### src/rtl/alu_bit_serial_sequencer.sv
`default_nettype none
// ============================================================================
// Module   : alu_bit_serial_sequencer
// Purpose  : Drives one combinational 1-bit ALU slice through a full-width
//            operation, LSB first, chaining CarryOut back into CarryIn, and
//            assembles the full-width result plus Zero/Overflow/CarryOut.
//            One operation takes WIDTH+2 cycles from start to ready.
// Revision : 1.0 - initial release
// ============================================================================
module alu_bit_serial_sequencer #(
  parameter int WIDTH = 24
) (
  input  logic             clk,
  input  logic             rst_n,
  // request handshake
  input  logic             start,
  output logic             ready,
  input  logic [3:0]       ALUCtl,
  input  logic [WIDTH-1:0] OpA,
  input  logic [WIDTH-1:0] OpB,
  // slice drive
  output logic             SliceA,
  output logic             SliceB,
  output logic             SliceAInvert,
  output logic             SliceBInvert,
  output logic             SliceCarryIn,
  output logic             SliceLess,
  output logic [2:0]       SliceOperation,
  // slice response (combinational from the drive above)
  input  logic             SliceResult,
  input  logic             SliceCarryOut,
  // completed-operation outputs
  output logic [WIDTH-1:0] Result,
  output logic             Zero,
  output logic             Overflow,
  output logic             CarryOut,
  output logic             done
);

  localparam int              IDX_W    = $clog2(WIDTH);
  localparam logic [IDX_W-1:0] LAST_IDX = IDX_W'(WIDTH - 1);

  typedef enum logic [1:0] {
    IDLE = 2'd0,
    RUN  = 2'd1,
    DONE = 2'd2
  } state_e;

  state_e             state_q, state_d;
  logic [WIDTH-1:0]   a_q, a_d;
  logic [WIDTH-1:0]   b_q, b_d;
  logic [3:0]         ctl_q, ctl_d;
  logic [IDX_W-1:0]   idx_q, idx_d;
  logic               carry_q, carry_d;
  logic [WIDTH-1:0]   acc_q, acc_d;
  logic [WIDTH-1:0]   result_q, result_d;
  logic               zero_q, zero_d;
  logic               ovf_q, ovf_d;
  logic               cout_q, cout_d;

  // Decoded view of the latched control word
  logic [1:0]         w_op;
  logic               w_is_arith;
  logic               w_is_addsub;
  logic               w_is_slt;
  logic               w_last;
  logic               w_run;

  // Final-bit datapath
  logic               w_ovf;
  logic               w_set;
  logic [WIDTH-1:0]   w_acc_ins;
  logic [WIDTH-1:0]   w_final;

  assign w_op        = ctl_q[1:0];
  assign w_is_arith  = w_op[1];
  assign w_is_addsub = (w_op == 2'b10);
  assign w_is_slt    = (w_op == 2'b11);
  assign w_last      = (idx_q == LAST_IDX);
  assign w_run       = (state_q == RUN);

  // Overflow compares the carry into the MSB with the carry out of it;
  // the SLT set bit is the true sign of A-B, corrected for overflow.
  assign w_ovf       = carry_q ^ SliceCarryOut;
  assign w_set       = SliceResult ^ w_ovf;
  assign w_final     = w_is_slt ? {{(WIDTH-1){1'b0}}, w_set} : w_acc_ins;

  // Insert the slice's current result bit into the assembled word
  always_comb begin
    w_acc_ins        = acc_q;
    w_acc_ins[idx_q] = SliceResult;
  end

  // Slice drive: everything is held at 0 outside RUN so the slice is quiet
  always_comb begin
    SliceA         = w_run & a_q[idx_q];
    SliceB         = w_run & b_q[idx_q];
    SliceAInvert   = w_run & ctl_q[3];
    SliceBInvert   = w_run & ctl_q[2];
    SliceCarryIn   = w_run & carry_q;
    SliceLess      = 1'b0;
    SliceOperation = 3'b000;
    if (w_run) begin
      // SLT evaluates A-B through the adder path; the set bit is formed here
      SliceOperation = w_is_slt ? 3'b010 : {1'b0, w_op};
    end
  end

  // Next-state and datapath updates for the IDLE -> RUN -> DONE sequence
  always_comb begin
    state_d  = state_q;
    a_d      = a_q;
    b_d      = b_q;
    ctl_d    = ctl_q;
    idx_d    = idx_q;
    carry_d  = carry_q;
    acc_d    = acc_q;
    result_d = result_q;
    zero_d   = zero_q;
    ovf_d    = ovf_q;
    cout_d   = cout_q;

    case (state_q)
      IDLE: begin
        if (start) begin
          a_d     = OpA;
          b_d     = OpB;
          ctl_d   = ALUCtl;
          idx_d   = '0;
          // BInvert doubles as the +1 of two's-complement subtraction
          carry_d = ALUCtl[2];
          acc_d   = '0;
          state_d = RUN;
        end
      end

      RUN: begin
        acc_d   = w_acc_ins;
        carry_d = SliceCarryOut;
        if (w_last) begin
          idx_d    = '0;
          result_d = w_final;
          zero_d   = (w_final == '0);
          ovf_d    = w_is_addsub & w_ovf;
          cout_d   = w_is_arith & SliceCarryOut;
          state_d  = DONE;
        end else begin
          idx_d    = idx_q + 1'b1;
        end
      end

      DONE: begin
        state_d = IDLE;
      end

      default: begin
        state_d = IDLE;
      end
    endcase
  end

  // State and datapath registers; reset aborts any operation in flight
  always_ff @(posedge clk or negedge rst_n) begin
    if (!rst_n) begin
      state_q  <= IDLE;
      a_q      <= '0;
      b_q      <= '0;
      ctl_q    <= '0;
      idx_q    <= '0;
      carry_q  <= 1'b0;
      acc_q    <= '0;
      result_q <= '0;
      zero_q   <= 1'b0;
      ovf_q    <= 1'b0;
      cout_q   <= 1'b0;
    end else begin
      state_q  <= state_d;
      a_q      <= a_d;
      b_q      <= b_d;
      ctl_q    <= ctl_d;
      idx_q    <= idx_d;
      carry_q  <= carry_d;
      acc_q    <= acc_d;
      result_q <= result_d;
      zero_q   <= zero_d;
      ovf_q    <= ovf_d;
      cout_q   <= cout_d;
    end
  end

  assign ready    = (state_q == IDLE);
  assign done     = (state_q == DONE);
  assign Result   = result_q;
  assign Zero     = zero_q;
  assign Overflow = ovf_q;
  assign CarryOut = cout_q;

endmodule
`default_nettype wire

### config.mk
export PLATFORM = sky130hd
export DESIGN_NAME = alu_bit_serial_sequencer
export DESIGN_NICKNAME = d
export VERILOG_FILES = /design/src/rtl/alu_bit_serial_sequencer.sv
export SDC_FILE = /design/constraint.sdc
export NUM_CORES = 1
export LEC_CHECK = 0
export CAP_MARGIN = 30
export CORE_AREA = 4 4 124 126
export DETAILED_ROUTE_END_ITERATION = 10
export DIE_AREA = 0 0 128 130
export HOLD_SLACK_MARGIN = 0.1
export PLACE_DENSITY = 0.61
export SKIP_LAST_GASP = 1
export SYNTH_ARGS = -nofsm -noshare
export SYNTH_HDL_FRONTEND = slang
export SYNTH_SLANG_ARGS = --single-unit
### constraint.sdc
create_clock -name clk -period 3.75 [get_ports clk]
set_input_delay 0.75 -clock clk [delete_from_list [all_inputs] [get_ports clk]]
set_output_delay 0.75 -clock clk [all_outputs]
set_load 0.01 [all_outputs]
# After elaboration in Yosys (flattened, before gate mapping)
# Index checks and enable logic that the tools add are counted.
[word_totals]
elab_cells = 58
regBits = 111
input_bits = 57
out_inout_bits = 38
[classes]
muxes = 20
eq_ne = 7
n_addsub = 1
reduce_logical = 8
magnitude_cmp = 2
n_bitwise = 9
[ops]
columns = ["cell", "count"]
rows = [
  ["24-bit two-way mux", 2],
  ["24-bit one-hot mux with 2 select lines", 1],
  ["24-bit bitwise mux", 1],
  ["24-bit logical NOT", 1],
  ["1-bit binary-select mux with 5-bit select", 2],
  ["5-bit two-way mux", 2],
  ["5-bit one-hot mux with 2 select lines", 1],
  ["2-bit two-way mux", 4],
  ["2-bit AND reduction", 4],
  ["1-bit AND", 7],
  ["2-bit equality test, second input constant", 3],
  ["5-bit by 6-bit less-than comparator with 1-bit output, second input constant", 1],
  ["5-bit by 1-bit adder with 5-bit output, second input constant", 1],
  ["1-bit demux with 5-bit select", 1],
  ["5-bit equality test, second input constant", 1],
  ["5-bit by 1-bit greater-or-equal comparator with 1-bit output, second input constant", 1],
  ["1-bit two-way mux", 4],
  ["2-bit != test, second input constant", 2],
  ["2-bit one-hot mux with 2 select lines", 1],
  ["2-bit by 1-bit equality test with 1-bit output, second input constant", 1],
  ["2-bit logical NOT", 1],
  ["1-bit one-hot mux with 2 select lines", 1],
  ["2-bit nonzero test", 1],
  ["1-bit bitwise XOR", 2],
  ["1-bit logical AND", 1],
]

# Logic depth before layout (Yosys ltp)
# Gate-level depths: netlist of run 1.
[depth]
depth_word = 7
ltp_mapped = 10
mapped_depth_nobuf = 8

# Worst setup path before layout of run 1
# OpenSTA, ideal clock, no wires.
[synth_timing]
kind = "reg2out"
from = "register idx_q[0]"
to = "output SliceB"
arrival_ps = 1838
required_ps = 3000
path_slack_ps = 1162
n_path_buf = 1
stages_incl_launch_ff = 7
path_cell_list = "dfrtp_1 buf_2 mux4_2 nor2b_1 a2111oi_0 a21oi_1 and3_1"
[synth_between]
elab_chain_len = 3
[synth_rtl]
columns = ["item", "line", "rtl"]
rows = [
  ["from (decl)", "53", "logic [IDX_W-1:0] idx_q, idx_d;"],
  ["from (signal assigned)", "181", "idx_q <= idx_d;"],
  ["1-bit binary-select mux with 5-bit select", "97", "SliceB = w_run & b_q[idx_q];"],
  ["1-bit two-way mux (implied by the code)", "97", ""],
  ["1-bit AND", "97", ""],
  ["to (decl)", "23", "output logic SliceB,"],
]
# No other way between the ends. The select of a mux whose other input is x is not followed.

# Final worst setup path of run 1
[layout_timing]
from = "register idx_q[0]"
to = "output SliceA"
[layout_between]
elab_chain_len = 3
[layout_rtl]
columns = ["item", "line", "rtl"]
rows = [
  ["1-bit binary-select mux with 5-bit select", "96", "SliceA = w_run & a_q[idx_q];"],
  ["1-bit two-way mux (implied by the code)", "96", ""],
  ["1-bit AND", "96", ""],
  ["to (decl)", "22", "output logic SliceA,"],
]
# No other way between the ends. The select of a mux whose other input is x is not followed.

==> impl_metrics.py, run 1 <==
metrics = {
    "status": {
        "status": "finished clean",
    },
    "floorplan": {
        "design.core.area_um2": 14300,
        "ios": 95,
        "initial_core_util_pct": 38.5,
        "die_w_um": 128,
        "die_h_um": 130,
        "num_rows": 44,
        "die-area_um2": 16600,
    },
    "clock_network": {
        "htree_levels": 3,
        "clkLatencyLatePin_ns": 0.35,
        "clockBufferDepth": 2,
        "path_clk_slew_ns": 0.07,
        "cts_hold_buf": 0,
        "cts-root-buf": "clkbuf_16",
        "cts_tree": "done",
        "clock_sinks": 111,
        "cts_made_buffers": 9,
    },
    "worst_setup_path": {
        "reg2reg_from": "idx_q[0]",
        "path_max_fanout": 7,
        "r2r_end": "Zero",
        "cp.arrival_ns": 2.84,
        "r2r_setup_slack_ns": 0.85,
        "endpoint_kind": "primary output",
        "critical_path_class": "reg2out",
        "startpoint_type": "flop",
        "required_ns": 3.00,
        "r2r_cells": 9,
    },
    "grt": {
        "grt_first_pass_wirelength_mm": 22.5,
        "met2_usage_pct": 26.7,
        "grt_max_degree": 75,
        "gr-usage-met1_pct": 23.1,
        "gr-usage-met3_pct": 4.46,
        "grt.total_usage_pct": 16.7,
        "grt_overflow": 0,
        "grt_pass1_vias": 4515,
        "antenna_found_initial": 0,
        "grt_busiest_layer": "met2",
    },
    "cells_and_area": {
        "fillers": 1366,
        "fin_nets": 719,
        "drive_gt1_share_pct": 9.70,
        "syn2layout_area_growth_pct": 24.6,
        "diodes": 0,
        "final_util_pct": 48.0,
    },
    "timing": {
        "grt_setup_unrepaired": "no",
        "slew_headroom_pct": 38.4,
        "final.setup_skew_ns": 0.00752,
        "setup-tns-final_ns": 0,
        "period_share_pct": 95.7,
        "fmax_ghz": 0.279,
        "finalHoldViolCount": 0,
        "tightest_slew_ns": 0.924,
        "min_period_ns": 3.59,
        "setup_viol": 0,
        "drv_slew": 0,
    },
    "hold_path": {
        "hold_end": "ctl_q[3]",
        "hp-start": "ctl_q[3]",
        "holdPathStages": 2,
        "hold_path.class": "reg2reg",
    },
    "synth": {
        "synth_edf_count": 0,
        "ys_async_sr_fraction_pct": 100,
        "yosysUniqueCellTypes": 55,
        "ys.flop_type": "dfrtp_1",
        "synthCells": 576,
        "synth_seq_area_share_pct": 50.4,
        "ys_ff_latch": 111,
        "yosys_warnings": 0,
        "syn_area_per_cell_um2": 9.57,
        "syn_area_um2": 5510,
    },
    "route": {
        "drc_errors": 0,
        "first_pass_iters": 5,
        "wl_per_cell_um": 15.8,
        "via_per_inst": 5.11,
        "drtIter0Drc": 257,
        "routed_wl_mm": 13.4,
        "ant_nets": 0,
        "vias": 4311,
    },
    "power": {
        "cellPowerDensity_nw_per_um2": 745,
        "finalPower_mw": 5.11,
        "ir_drop_mv": 0.289,
        "p_leak_nw": 3.18,
    },
    "run": {
        "cap_violations": 0,
    },
    "placement": {
        "gp_congestion": 0.814,
        "io_buffer_count": 92,
        "dp_hpwl_mm": 9.59,
    },
}
-- cells in the mapped netlist (all sizes together), types with 2 or more instances --
library cell | instances | area share (%)
nor4b | 4 | 1.2
nor4bb | 2 | 0.36
o31ai | 2 | 0.27
and3 | 4 | 0.45
clkbuf | 22 | 1.5
dfrtp | 111 | 50
o2111ai | 2 | 0.32
mux2i | 20 | 3.6
a22o | 12 | 1.9
nand3 | 15 | 1.4
o22ai | 3 | 0.34
nand4b | 5 | 1.2
nor3 | 3 | 0.36
and4bb | 6 | 1.4
nor2 | 13 | 0.89
mux4 | 13 | 5.3
nor2b | 4 | 0.45
ha | 6 | 1.4
inv | 12 | 0.82
a21oi | 12 | 1.1
buf | 19 | 2.6
nand2 | 203 | 14
o21ai | 54 | 4.9
nand4 | 4 | 0.45
nand2b | 2 | 0.23
nor3b | 3 | 0.50
and2 | 6 | 0.68
-- repair_timing --
action	4_1_cts	5_1_grt
setup buffers	0	0
setup endpoints to repair	2	0
gates resized for setup	1	0
-- report_power, final --
part           internal, mW  switching [mW]
logic                  1.07            1.12
registers              1.66           0.309
clock network         0.532           0.427
total                  3.26            1.86
-- kinds of logic after synthesis --
family                     Yosys count  synth area share, %
AOI/OAI and AO/OA                   92                 9.97
and+or+nand+nor                    279                 24.2
buffers and inverters               53                 4.95
adders and majority gates            6                 1.36
DFF                                111                 50.4
xor gates and xnor gates             1                0.159
muxes                               33                 8.94
other                                1               0.0680
-- layer usage --
layer / vias to the layer above / share of wire (%)
li1: 2104 / -
met1: 2091 / 47
met2: 105 / 47
met3: 11 / 5.0
met4: 0 / 1.0
met5: - / 0
-- cell type report --
type,instances,area (um2),share of cell area (%)
clock buffer,10,239,3.48
clock inverter,5,58.8,0.856
inverter,12,45.0,0.656
multi-input combinational,413,2470,36.0
sequential,111,2780,40.5
tap,184,230,3.35
timing repair buffer,109,1050,15.2
-- sequential cells by signal (all words and copies together) (netlist names) --
| signal | count |
|---|---|
| CarryOut | 1 |
| Overflow | 1 |
| Result | 24 |
| Zero | 1 |
| a_q | 24 |
| acc_q | 24 |
| b_q | 24 |
| carry_q | 1 |
| ctl_q | 4 |
| idx_q | 5 |
| state_q | 2 |
-- metrics by stage --
| step | setup slack (ns) | instance area (um2) | hold slack, ns | cells |
|---|---|---|---|---|
| detailed placement | 0.372 | 6570 | 0.458 | 829 |
| CTS | 0.0895 | 6870 | 0.474 | 844 |
| finish | 0.163 | 6870 | 0.469 | 844 |
| floorplan | 1.16 | 5520 | 0.437 | 577 |
| global placement | 0.430 | 6570 | 0.448 | 829 |
| global route | 0.00936 | 6870 | 0.486 | 844 |
-- placed cells by master (no fill, tap or decap), types with 2 or more instances in the layout --
cell type        count
buf_4               18
nand4b_1             3
nand2_2              2
and3_1               4
o21ai_0             53
nor2b_1              4
a22o_1              12
inv_2                2
conb_1               2
nand2b_1             2
nor3b_1              2
mux4_2              13
nor4b_2              3
o22ai_1              3
nor2_1              13
ha_1                 6
and4bb_1             2
a21oi_1             12
nand3_1             15
nor4bb_1             2
inv_1               10
nor3_1               2
and2_1               5
clkdlybuf4s50_1     91
clkinvlp_4           2
o31ai_1              2
mux2i_1             20
o2111ai_1            2
dfrtp_1            110
clkbuf_16            9
nand4_1              4
and4bb_2             3
nand2_1            201
-- worst max-delay path by stage --
stage | start | endpoint | slack, ns | cells after the start
5_1_grt | idx_q[0] | SliceA | 0.009 | 6
2_1_floorplan | idx_q[0] | SliceB | 1.16 | 6
3_3_place_gp | idx_q[0] | SliceA | 0.43 | 6
3_5_place_dp | idx_q[0] | SliceA | 0.37 | 6
4_1_cts | idx_q[0] | SliceB | 0.09 | 6
6_report | idx_q[0] | SliceA | 0.16 | 6
-- worst max-delay path, stage by stage (launching register included) --
cell and delay, ns:
dfrtp_2 0.50, buf_4 0.23, mux4_2 0.51, mux4_2 0.48, mux2i_1 0.16, nor2_1 0.08, clkdlybuf4s50_1 0.52
Note: power is estimated with default switching activity, not from simulation.
==> inputs of run 2 (changes only) <==
PLACE_DENSITY = unset   (was 0.61)
clock period = 3 ns   (was 3.75 ns; I/O delays follow)
==> run 2 against run 1 <==
  * Clock power grew 15%
  * Non-clock buffer count grew 17
  * Hold slack lost 0.34 ns
  * Critical path depth grew 4
  * Critical path type unchanged
==> impl_metrics.py, run 2 (synthesized netlist as in run 1, its figures left out) <==
metrics = {
    "status": {
        "status": "finished clean",
    },
    "worst_setup_path": {
        "startpoint_type": "flop",
        "path_depth": 10,
        "critical_path_class": "reg2out",
        "reg2reg_from": "idx_q[0]",
        "required_ns": 2.40,
        "path_max_fanout": 5,
        "cp.buffers_inverters": 5,
        "slowest_delay_ns": 0.44,
        "r2r_setup_slack_ns": 0.22,
        "worst_path_max_delay_cell": "dfrtp_2",
        "crit_chain": "buf_6 -> buf_4 -> clkbuf_16 -> buf_4 -> mux4_2 -> mux2i_1 -> nor2_1 -> mux2i_1 -> nor2_2 -> clkbuf_2",
        "r2r_end": "Zero",
        "r2r_cells": 10,
        "cp.arrival_ns": 2.34,
        "cp_top_family": "multiplexers",
        "endpoint_kind": "primary output",
    },
    "grt": {
        "antenna_found_initial": 0,
        "gr-usage-met1_pct": 23.1,
        "grt_first_pass_wirelength_mm": 22.3,
        "grt_max_degree": 63,
        "grt_pass1_vias": 4414,
        "gr-usage-met3_pct": 4.46,
        "grt_busiest_layer": "met2",
        "grt.total_usage_pct": 16.7,
        "met2_usage_pct": 26.3,
        "grt_overflow": 0,
    },
    "timing": {
        "fmax_ghz": 0.340,
        "setup-tns-final_ns": 0,
        "min_period_ns": 2.94,
        "finalHoldViolCount": 0,
        "tightest_slew_ns": 0.624,
        "setup_viol": 0,
        "slew_headroom_pct": 58.4,
        "final.setup_skew_ns": 0.00889,
        "grt_setup_unrepaired": "yes",
        "drv_slew": 0,
        "period_share_pct": 98.1,
    },
    "clock_network": {
        "cts_hold_buf": 0,
        "path_clk_slew_ns": 0.07,
        "cts_made_buffers": 9,
        "cts_tree": "done",
        "cts-root-buf": "clkbuf_16",
        "clockBufferDepth": 2,
        "htree_levels": 3,
        "clkLatencyLatePin_ns": 0.36,
        "clock_sinks": 111,
    },
    "floorplan": {
        "design.core.area_um2": 14300,
        "die_h_um": 130,
        "ios": 95,
        "die_w_um": 128,
        "num_rows": 44,
        "initial_core_util_pct": 38.5,
        "die-area_um2": 16600,
    },
    "route": {
        "wl_per_cell_um": 15.4,
        "via_per_inst": 5.04,
        "drc_errors": 0,
        "vias": 4342,
        "routed_wl_mm": 13.3,
        "drtIter0Drc": 239,
        "first_pass_iters": 4,
        "ant_nets": 0,
    },
    "cells_and_area": {
        "final_util_pct": 49.0,
        "layout_common_cells": "nand2_1 (201), dfrtp_1 (110), clkdlybuf4s50_1 (89), o21ai_0 (53), buf_4 (31)",
        "layout_commonest_cell": "nand2_1",
        "fillers": 1355,
        "fin_nets": 736,
        "stdcell_count": 862,
        "syn2layout_area_growth_pct": 27.2,
        "diodes": 0,
        "drive_gt1_share_pct": 12.4,
    },
    "power": {
        "cellPowerDensity_nw_per_um2": 924,
        "ir_drop_mv": 0.411,
        "p_leak_nw": 3.26,
    },
    "placement": {
        "dp_hpwl_mm": 9.55,
        "gp_congestion": 0.831,
        "dp.cells": 838,
        "io_buffer_count": 92,
    },
    "run": {
        "cap_violations": 0,
    },
    "hold_path": {
        "hold_path.class": "in2async",
    },
}
==> run 2: final cells by class <==
type                            instances  area (um2)  share of cell area, %
Inverter                               12        45.0                  0.642
Sequential cell                       111        2780                   39.6
Multi-Input combinational cell        413        2480                   35.3
Timing Repair Buffer                  126        1210                   17.3
Tap cell                              184         230                   3.28
Clock inverter                          6        37.5                  0.535
Clock buffer                           10         229                   3.27
==> run 2: stage by stage <==
step	hold WS (ns)	cell area (um2)	setup slack (ns)	power [mW]
detailed placement	0.462	6660	0.0437	5.30
global route	0.153	7010	-0.0639	6.99
finish	0.131	7010	0.0577	6.48
floorplan	0.304	5520	0.562	4.28
CTS	0.136	6950	-0.0907	6.44
global placement	0.450	6660	0.0539	5.25
==> run 2: per-layer routing <==
layer  wire, um  vias to the layer above
met5          0                        -
met4        164                        0
met3        609                       12
met2       6290                      106
met1       6220                     2078
li1           -                     2146
==> run 2: worst max path at each step <==
stage / from / end / slack, ns
floorplan: idx_q[0] / SliceB / 0.56
global placement: idx_q[0] / SliceB / 0.05
detailed placement: idx_q[0] / SliceA / 0.04
CTS: idx_q[0] / SliceA / -0.09
global route: idx_q[0] / SliceA / -0.06
finish: idx_q[0] / SliceA / 0.06
==> run 2: report_power, final <==
part	internal (mW)	switching, mW	leakage [nW]
combinational	1.49	1.45	1.75
clock	0.559	0.543	0.124
sequential	2.07	0.368	1.38
==> run 2: what timing repair did <==
action                                  CTS  global route
resized for setup                         6             3
endpoints found under the setup margin    2             2
setup buffers                             2             5
pin swaps                                 0             1
gates cloned                              0             1
==> run 2: worst reg2reg max path: stages, from the launching register on <==
cell and delay [ns]:
dfrtp_2 0.41, buf_6 0.12, buf_12 0.11, buf_4 0.11, ha_1 0.30, nor4b_2 0.42
mux2i_1 0.36, o2111ai_1 0.20, nor4_1 0.29, and4b_1 0.23, o221a_1 0.17
==> inputs of run 3 (changes only) <==
CORE_AREA = 2 2 122 124   (was 4 4 124 126)
CTS_CLUSTER_SIZE = 20   (was unset)
DIE_AREA = 0 0 124 126   (was 0 0 128 130)
GPL_ROUTABILITY_DRIVEN = 0   (was unset)
==> run 3 against run 2 <==
  * Clock power is 8% higher
  * Hold slack better by 0.043 ns
  * Final cell count is 0.93% lower
  * Critical path depth is 3 lower
  * Critical endpoint unchanged
  * Largest cell class unchanged
  * Largest power group unchanged
  * Highest routed layer unchanged
==> impl_metrics.py, run 3 (synthesized netlist as in run 1, its figures left out) <==
metrics = {
    "worst_setup_path": {
        "required_ns": 2.40,
        "path_max_fanout": 6,
        "critical_path_class": "reg2out",
        "worst_path_max_delay_cell": "mux4_2",
        "crit_chain": "buf_6 -> buf_12 -> mux4_2 -> mux4_2 -> mux2i_1 -> nor2_1 -> buf_2",
        "cp.arrival_ns": 2.33,
        "slowest_delay_ns": 0.49,
        "startpoint_type": "flop",
        "crit_path_frequent_cell": "mux4_2",
        "endpoint_kind": "primary output",
    },
    "route": {
        "wirelength_met1_mm": 6.31,
        "routed_wl_mm": 13.3,
        "drtIter0Drc": 326,
        "met3_wirelength_um": 571,
        "via_per_inst": 5.11,
        "first_pass_iters": 4,
        "ant_nets": 0,
        "vias": 4361,
        "top_layer": "met4",
        "dr_wl_met2_mm": 6.11,
        "wl_per_cell_um": 15.5,
        "drc_errors": 0,
    },
    "timing": {
        "period_share_pct": 97.8,
        "setup_viol": 0,
        "finalHoldViolCount": 0,
        "tightest_slew_ns": 0.636,
        "drv_slew": 0,
        "final.setup_skew_ns": 0.00607,
        "setup_slack_ns": 0.0657,
        "min_period_ns": 2.93,
        "fmax_ghz": 0.341,
        "grt_setup_unrepaired": "yes",
        "slew_headroom_pct": 57.6,
    },
    "clock_network": {
        "cts_hold_buf": 0,
        "cts_tree": "done",
        "cts_made_buffers": 9,
        "clockBufferDepth": 2,
        "clock_sinks": 111,
        "htree_levels": 3,
        "cts-root-buf": "clkbuf_16",
        "path_clk_slew_ns": 0.07,
        "clkLatencyLatePin_ns": 0.35,
    },
    "run": {
        "cap_violations": 0,
    },
    "cells_and_area": {
        "layout_common_cells": "nand2_1 (201), dfrtp_1 (110), clkdlybuf4s50_1 (89), o21ai_0 (53), buf_4 (22)",
        "fin_area_um2": 7010,
        "diodes": 0,
        "layout_commonest_cell": "nand2_1",
        "fin_nets": 729,
        "syn2layout_area_growth_pct": 27.3,
        "drive_gt1_share_pct": 11.2,
        "stdcell_count": 854,
    },
    "placement": {
        "dp_hpwl_mm": 9.45,
        "io_buffer_count": 92,
        "dp.cells": 833,
        "placed_cell_area_um2": 6650,
        "place_ws_ns": 0.0359,
    },
    "status": {
        "status": "finished clean",
    },
    "grt": {
        "grt.total_usage_pct": 18.0,
        "grt_first_pass_wirelength_mm": 22.2,
        "antenna_found_initial": 0,
        "grt_overflow": 0,
        "grt_pass1_vias": 4486,
        "grt_max_degree": 63,
    },
    "power": {
        "pwr-share-clk_pct": 18.1,
        "ir_drop_mv": 0.376,
        "p_leak_nw": 3.26,
        "comb_power_share_pct": 45.0,
        "swShare_pct": 36.1,
        "internal_power_mw": 4.19,
        "power.switching_mw": 2.37,
        "cellPowerDensity_nw_per_um2": 934,
        "finalPower_mw": 6.55,
        "power_frac_seq_pct": 36.8,
    },
    "hold_path": {
        "hold_path.class": "in2async",
    },
    "floorplan": {
        "design.core.area_um2": 14300,
        "die_h_um": 126,
        "die-area_um2": 15600,
        "initial_core_util_pct": 38.5,
        "die_w_um": 124,
        "ios": 95,
        "num_rows": 44,
    },
}
## run 3: changes by cell type in the layout (fill, tap and decap cells not counted), sizes merged
cell / before / now
buf: 34 / 28
clkinvlp: 3 / 0
bufinv: 0 / 1
clkbuf: 12 / 11
inv: 12 / 13
## run 3: what timing repair did
action,CTS,global route
endpoints found under the setup margin,2,2
setup buffers,1,4
gates cloned,0,1
resized for setup,6,4
## run 3: power by group through the flow
stage | Clock [mW] | Combinational [mW] | Sequential, mW
floorplan | 0 | 1.90 | 2.38
global placement | 0 | 2.80 | 2.42
detailed placement | 0 | 2.85 | 2.44
CTS | 1.21 | 2.88 | 2.42
global route | 1.28 | 3.29 | 2.49
finish | 1.19 | 2.95 | 2.41
## run 3: cell type report
cell class / instances / area [um2]
Sequential cell: 111 / 2780
Timing Repair Buffer: 119 / 1190
Multi-Input combinational cell: 413 / 2490
Clock inverter: 5 / 57.6
Inverter: 12 / 45.0
Fill cell: 1365 / 7300
Tap cell: 184 / 230
Clock buffer: 10 / 229
## run 3: routing by layer
layer  vias to the layer above  GRT usage (%)
li1                       2137              -
met1                      2098           25.1
met2                       105           28.2
met3                        21           3.62
met4                         0           5.68
met5                         -              0
## run 3: worst paths after layout
kind	end	from	slack (ns)	cells after the start
worst max-delay path	SliceA	idx_q[0]	0.07	7
worst min-delay path	Result[5]	rst_n	0.17	1
worst max register to register	Zero	idx_q[0]	0.33	10
worst min register to register	ctl_q[3]	ctl_q[3]	0.47	2
max in group asynchronous	b_q[2]	rst_n	2.13	2
min in group clk	ctl_q[3]	ctl_q[3]	0.47	2
## run 3: worst max-delay path: cells and delay by family (launching register included)
kind,cells,cell delay (ns)
flip-flops,1,0.41
buffers and inverters,3,0.41
multiplexers,3,1.08
AND/OR/NAND/NOR,1,0.08
## run 3: through the flow
step,hold slack [ns],TNS [ns],utilization (%)
floorplan,0.304,0,-
global placement,0.449,0,46.4
detailed placement,0.459,0,46.4
CTS,0.182,-0.116,48.5
global route,0.192,-0.0440,49.0
finish,0.174,0,49.0
